--- src/rtl/digit_scan_ctrl.sv ---
// Scan controller driving a 2-to-4 decoder select: BLANK/SHOW per slot, four slots per frame.
// Frame data is double-buffered through a valid/ready port and committed at frame boundaries.
module digit_scan_ctrl #(
  parameter int DW        = 4,
  parameter int TICK_DIV  = 50000,
  parameter int BLANK_CYC = 8,
  parameter int CNT_W     = 16
) (
  input  logic            clk,
  input  logic            rst_n,
  input  logic            en,
  input  logic [3:0]      digit_mask,
  input  logic            load_valid,
  output logic            load_ready,
  input  logic [4*DW-1:0] load_data,
  output logic [1:0]      sel,
  output logic            sel_valid,
  output logic [DW-1:0]   digit_data,
  output logic            frame_done
);

  typedef enum logic [1:0] {IDLE, BLANK, SHOW} state_t;

  localparam logic [CNT_W-1:0] BLANK_LAST = CNT_W'(BLANK_CYC - 1);
  localparam logic [CNT_W-1:0] SHOW_LAST  = CNT_W'(TICK_DIV - 1);

  state_t           state, state_n;
  logic [CNT_W-1:0] cnt, cnt_n;
  logic [1:0]       sel_n;
  logic             frame_edge;

  logic [4*DW-1:0]  active, active_n, pending;
  logic             pend_flag;
  logic [3:0]       mask_q;
  logic             accept, commit;

  always_ff @(posedge clk or negedge rst_n) begin
    if (!rst_n) begin
      state <= IDLE;
      cnt   <= '0;
      sel   <= 2'd0;
    end else begin
      state <= state_n;
      cnt   <= cnt_n;
      sel   <= sel_n;
    end
  end

  always_comb begin
    state_n    = state;
    cnt_n      = cnt;
    sel_n      = sel;
    frame_edge = 1'b0;
    case (state)
      IDLE: begin
        cnt_n = '0;
        sel_n = 2'd0;
        if (en) state_n = BLANK;
      end
      BLANK: begin
        if (!en) begin
          state_n = IDLE;
          cnt_n   = '0;
          sel_n   = 2'd0;
        end else if (cnt == BLANK_LAST) begin
          state_n = SHOW;
          cnt_n   = '0;
        end else begin
          cnt_n = cnt + 1'b1;
        end
      end
      SHOW: begin
        if (!en) begin
          state_n = IDLE;
          cnt_n   = '0;
          sel_n   = 2'd0;
        end else if (cnt == SHOW_LAST) begin
          state_n    = BLANK;
          cnt_n      = '0;
          sel_n      = sel + 2'd1;
          frame_edge = (sel == 2'd3);
        end else begin
          cnt_n = cnt + 1'b1;
        end
      end
      default: begin
        state_n = IDLE;
        cnt_n   = '0;
        sel_n   = 2'd0;
      end
    endcase
  end

  always_comb begin
    sel_valid = (state == SHOW) && mask_q[sel];
  end

  assign load_ready = !pend_flag;
  assign accept     = load_valid && load_ready;
  // While idle there is no frame in flight, so pending data may commit right away.
  assign commit     = pend_flag && (frame_edge || (state == IDLE));
  assign active_n   = commit ? pending : active;

  always_ff @(posedge clk or negedge rst_n) begin
    if (!rst_n) begin
      active     <= '0;
      pending    <= '0;
      pend_flag  <= 1'b0;
      frame_done <= 1'b0;
      mask_q     <= 4'd0;
      digit_data <= '0;
    end else begin
      active     <= active_n;
      frame_done <= frame_edge;
      mask_q     <= digit_mask;
      // Track the next select so the word is already in place on the first SHOW cycle.
      digit_data <= active_n[sel_n*DW +: DW];
      if (accept) begin
        pending   <= load_data;
        pend_flag <= 1'b1;
      end else if (commit) begin
        pend_flag <= 1'b0;
      end
    end
  end

endmodule

--- config.mk ---
export PLATFORM = sky130hd
export DESIGN_NAME = digit_scan_ctrl
export DESIGN_NICKNAME = d
export VERILOG_FILES = /design/src/rtl/digit_scan_ctrl.sv
export SDC_FILE = /design/constraint.sdc
export NUM_CORES = 1
export LEC_CHECK = 0
export CELL_PAD_IN_SITES_DETAIL_PLACEMENT = 1
export CELL_PAD_IN_SITES_GLOBAL_PLACEMENT = 2
export CORE_UTILIZATION = 47
export DETAILED_ROUTE_END_ITERATION = 8
export DONT_BUFFER_PORTS = 1
export HOLD_SLACK_MARGIN = 0.08
export PLACE_DENSITY = 0.81
export SLEW_MARGIN = 20
export SYNTH_ARGS = -nofsm -noshare
export SYNTH_HDL_FRONTEND = slang
export SYNTH_SLANG_ARGS = --single-unit
--- constraint.sdc ---
create_clock -name clk -period 5.4 [get_ports clk]
set_input_delay 0.81 -clock clk [delete_from_list [all_inputs] [get_ports clk]]
set_output_delay 0.81 -clock clk [all_outputs]
set_load 0.05 [all_outputs]
==> run_results.csv <==
group,metric,value,unit
outcome,status,"finished clean",
worst_setup_path,worstPathRequired,4.59,ns
detailed_routing,vias_per_cell,5.51,
power,worst_ir_drop_vdd,303,uV
finish,post-route-util,0.544,
worst_setup_path,setup.worst_path.start_class,"flop",
cts,clock_latency,0.34,ns
worst_setup_path,worst-path-max-fanout,5,
global_route,groute.layer.met3.usage,0.0617,
yosys,synth_enable_flop_cells,0,
placement,dp_hpwl,3830,um
die,rows,27,
global_route,globalRoute.busiestLayer,"met2",
placement,dp_cells,279,
yosys,syn_area_per_cell,13.3,um2
worst_setup_path,endpoint_kind,"output pin",
yosys,top_reg_cell_synth,"sky130_fd_sc_hd__dfrtp_1",
timing,layout_min_cycle_time,2.81,ns
placement,gp_congestion,0.745,
global_route,grt_start_max_net_pins,63,
power,total_switching_power,524,uW
finish,layout.nets,248,
timing,max_slew.worst_pin.slew,0.923,ns
yosys,postSynthNetCount,242,
timing,timing.setup.tns,0,ns
timing,max_slew_margin,0.380,
timing,max_freq,356,MHz
timing,finalCritPeriodShare,0.520,
placement,placement.io_buffers,0,
power,powerDensity,532,mW/mm2
detailed_routing,dr.pass1.iters,4,
yosys,synth_cells,212,
die,initial_core_util,0.500,
cts,cts_inserted_buffers,9,
cts,clock_net_sink_count,62,
power,total_internal_power,1.11,mW
yosys,synth_top_area_share,0.550,
cts,clock_tree.root_cell,"sky130_fd_sc_hd__clkbuf_8",
global_route,grt_pass1_wl,9200,um
die,fp.coreArea,0.00564,mm2
die,fp.dieArea,0.00632,mm2
worst_setup_path,critical_path.reg2reg.endpoint,"digit_data[0]$_DFF_PN0_",
yosys,yosysSeqAreaShare,0.550,
power,pwr-share-clk,0.251,
global_route,overflow,0,
die,die_h,79.5,um
global_route,use_met1,0.236,
run,drv_cap,0,
detailed_routing,remaining_drc_errors,0,
power,power.sequential.fraction,0.462,
cts,tritoncts,"built",
worst_setup_path,critical_path_data_arrival_time,2.00,ns
yosys,synth_largest_area_cell,"sky130_fd_sc_hd__dfrtp_1",
finish,n_antenna_cell,0,
finish,area_delta_synth_final,8.74,%
timing,hold_ws,0.154,ns
global_route,via_count_of_the_first_global_routing_pass,1812,
yosys,synth.area.top_cells,"sky130_fd_sc_hd__dfrtp_1 55%, sky130_fd_sc_hd__mux2_2 8.8%, sky130_fd_sc_hd__mux2_4 5.3%",
power,static-leakage-power,1.37,nW
timing,rsz0062_at_grt,"false",
detailed_routing,drt-total-wl,5250,um
cts,post_cts_hold_buffer_count,0,
worst_setup_path,timing.setup.critical_path_class,"reg -> out",
die,num_io_pins,33,
yosys,synthesis.yosys.warnings,0,
power,power.share.switching,0.321,
die,die_w,79.5,um
yosys,synth_seq_cells,62,
worst_setup_path,timing.reg2reg.setup_slack,2.90,ns
finish,finalNonFillerCells,295,
detailed_routing,detailroute.via_count,1624,
timing,finalClockSkew,0.00814,ns
cts,post_cts_repair_timing_setup_buffer_count,0,
timing,count_of_final_hold_check_violations,0,
worst_hold_path,timing.hold.worst.class,"in -> async",
yosys,synthArstFlopShare,1.00,
global_route,grt_antenna_before_repair,0,
cts,clockBufferDepth,2,
detailed_routing,drt-wirelength-per-cell,17.8,um
cts,htree_depth,3,
worst_setup_path,r2r_cells,6,
yosys,synthDistinctLibCells,41,
global_route,groute.usage.overall,0.200,
cts,postCtsResizedCells,0,
yosys,synth.cell_area,0.00282,mm2
worst_setup_path,critical_path.reg2reg.startpoint,"sel[1]$_DFF_PN0_",
global_route,met2_usage,0.321,
detailed_routing,detail_route.iter0.violations,43,
power,p_comb_frac,0.288,
timing,timing_max_transition_violations_final,0,
timing,setup-violations-final,0,
finish,drive_above_1_share,0.260,
cts,worst_setup_hold_path_clk_slew,0.07,ns
detailed_routing,postRouteAntennaNets,0,
-- critical path, stage by stage (launching register included) --
cell and delay, ns:
sky130_fd_sc_hd__dfrtp_1 0.74, sky130_fd_sc_hd__mux4_2 0.58, sky130_fd_sc_hd__and2_1 0.34
-- how the worst max path moves through the flow --
| stage | start | end | slack (ns) | cells past startpoint |
|---|---|---|---|---|
| 2_1_floorplan | sel[0]$_DFF_PN0_ | sel_valid | 3.03 | 2 |
| 6_report | sel[0]$_DFF_PN0_ | sel_valid | 2.59 | 2 |
| 3_3_place_gp | sel[0]$_DFF_PN0_ | digit_data[3]$_DFF_PN0_ | 2.91 | 6 |
| 4_1_cts | sel[0]$_DFF_PN0_ | sel_valid | 2.57 | 2 |
| 3_5_place_dp | sel[1]$_DFF_PN0_ | digit_data[0]$_DFF_PN0_ | 2.86 | 6 |
| 5_1_grt | sel[0]$_DFF_PN0_ | sel_valid | 2.54 | 2 |
-- layout make-up --
class,instances,area (um2)
clock buffers,12,155
clock inverters,4,45.0
fillers,573,2570
inverters,7,26.3
multi-input cells,137,1190
flip-flops and latches,62,1550
well taps,72,90.1
repair buffers,1,7.51
-- power groups by stage --
stage / logic, mW / clock network (mW) / registers (mW)
floorplan: 0.417 / 0 / 0.730
global placement: 0.454 / 0 / 0.752
detailed placement: 0.476 / 0 / 0.765
CTS: 0.479 / 0.423 / 0.757
global route: 0.519 / 0.440 / 0.775
finish: 0.469 / 0.409 / 0.753
-- cell usage after synthesis (2+ instances only) --
master	n
sky130_fd_sc_hd__nor2_1	21
sky130_fd_sc_hd__nand4_1	3
sky130_fd_sc_hd__dfrtp_1	62
sky130_fd_sc_hd__xor2_1	8
sky130_fd_sc_hd__xnor2_1	6
sky130_fd_sc_hd__ha_1	6
sky130_fd_sc_hd__mux2i_1	13
sky130_fd_sc_hd__nand3_1	9
sky130_fd_sc_hd__and3_1	4
sky130_fd_sc_hd__mux2_2	22
sky130_fd_sc_hd__and3_2	2
sky130_fd_sc_hd__nor2b_1	2
sky130_fd_sc_hd__inv_1	6
sky130_fd_sc_hd__mux2_4	10
sky130_fd_sc_hd__nor3_1	3
sky130_fd_sc_hd__and2_1	2
sky130_fd_sc_hd__clkbuf_1	2
sky130_fd_sc_hd__nand2_1	8
-- logic make-up after synthesis --
group,Yosys count,share of synthesized area
flip-flops,62,0.550
XOR/XNOR,14,0.0435
AO/OA/AOI/OAI,8,0.0275
buffers and inverters,13,0.0275
multiplexers,47,0.199
AND/OR/NAND/NOR,62,0.126
adder cells (fa/ha/maj),6,0.0266
-- cell usage in the layout, fill, tap and decap left out, types with 2 or more instances in the layout --
cell / Yosys / routed
sky130_fd_sc_hd__nand4_1: 3 / 3
sky130_fd_sc_hd__xor2_1: 8 / 8
sky130_fd_sc_hd__ha_1: 6 / 6
sky130_fd_sc_hd__and2_1: 2 / 2
sky130_fd_sc_hd__xnor2_1: 6 / 6
sky130_fd_sc_hd__nor2b_1: 2 / 2
sky130_fd_sc_hd__mux2_4: 10 / 10
sky130_fd_sc_hd__nor3_1: 3 / 3
sky130_fd_sc_hd__nand3_1: 9 / 9
sky130_fd_sc_hd__clkbuf_8: 0 / 11
sky130_fd_sc_hd__nand2_1: 8 / 8
sky130_fd_sc_hd__dfrtp_1: 62 / 62
sky130_fd_sc_hd__and3_2: 2 / 2
sky130_fd_sc_hd__mux2i_1: 13 / 13
sky130_fd_sc_hd__mux2_2: 22 / 22
sky130_fd_sc_hd__and3_1: 4 / 4
sky130_fd_sc_hd__inv_1: 6 / 6
sky130_fd_sc_hd__nor2_1: 21 / 21
sky130_fd_sc_hd__clkinv_2: 0 / 3
-- registers in the layout, summed over array words and instances, names as in the netlist --
name,flops
digit_data,4
mask_q,4
pend_flag,1
pending,16
state,2
sel,2
cnt,16
active,16
frame_done,1
-- metal layers --
metal | routed length (um) | part of all wire
met4 | 166 | 0.032
met5 | 0 | 0
met1 | 2250 | 0.43
met3 | 224 | 0.043
met2 | 2610 | 0.50
-- through the flow --
| stage | total power [mW] | instance area (um2) | setup slack, ns |
|---|---|---|---|
| 6_report | 1.63 | 3070 | 2.59 |
| 5_1_grt | 1.73 | 3070 | 2.54 |
| 4_1_cts | 1.66 | 3070 | 2.57 |
| 3_5_place_dp | 1.24 | 2870 | 2.86 |
| 3_3_place_gp | 1.21 | 2870 | 2.91 |
| 2_1_floorplan | 1.15 | 2820 | 3.03 |
Power figures use the tool's default switching activity.
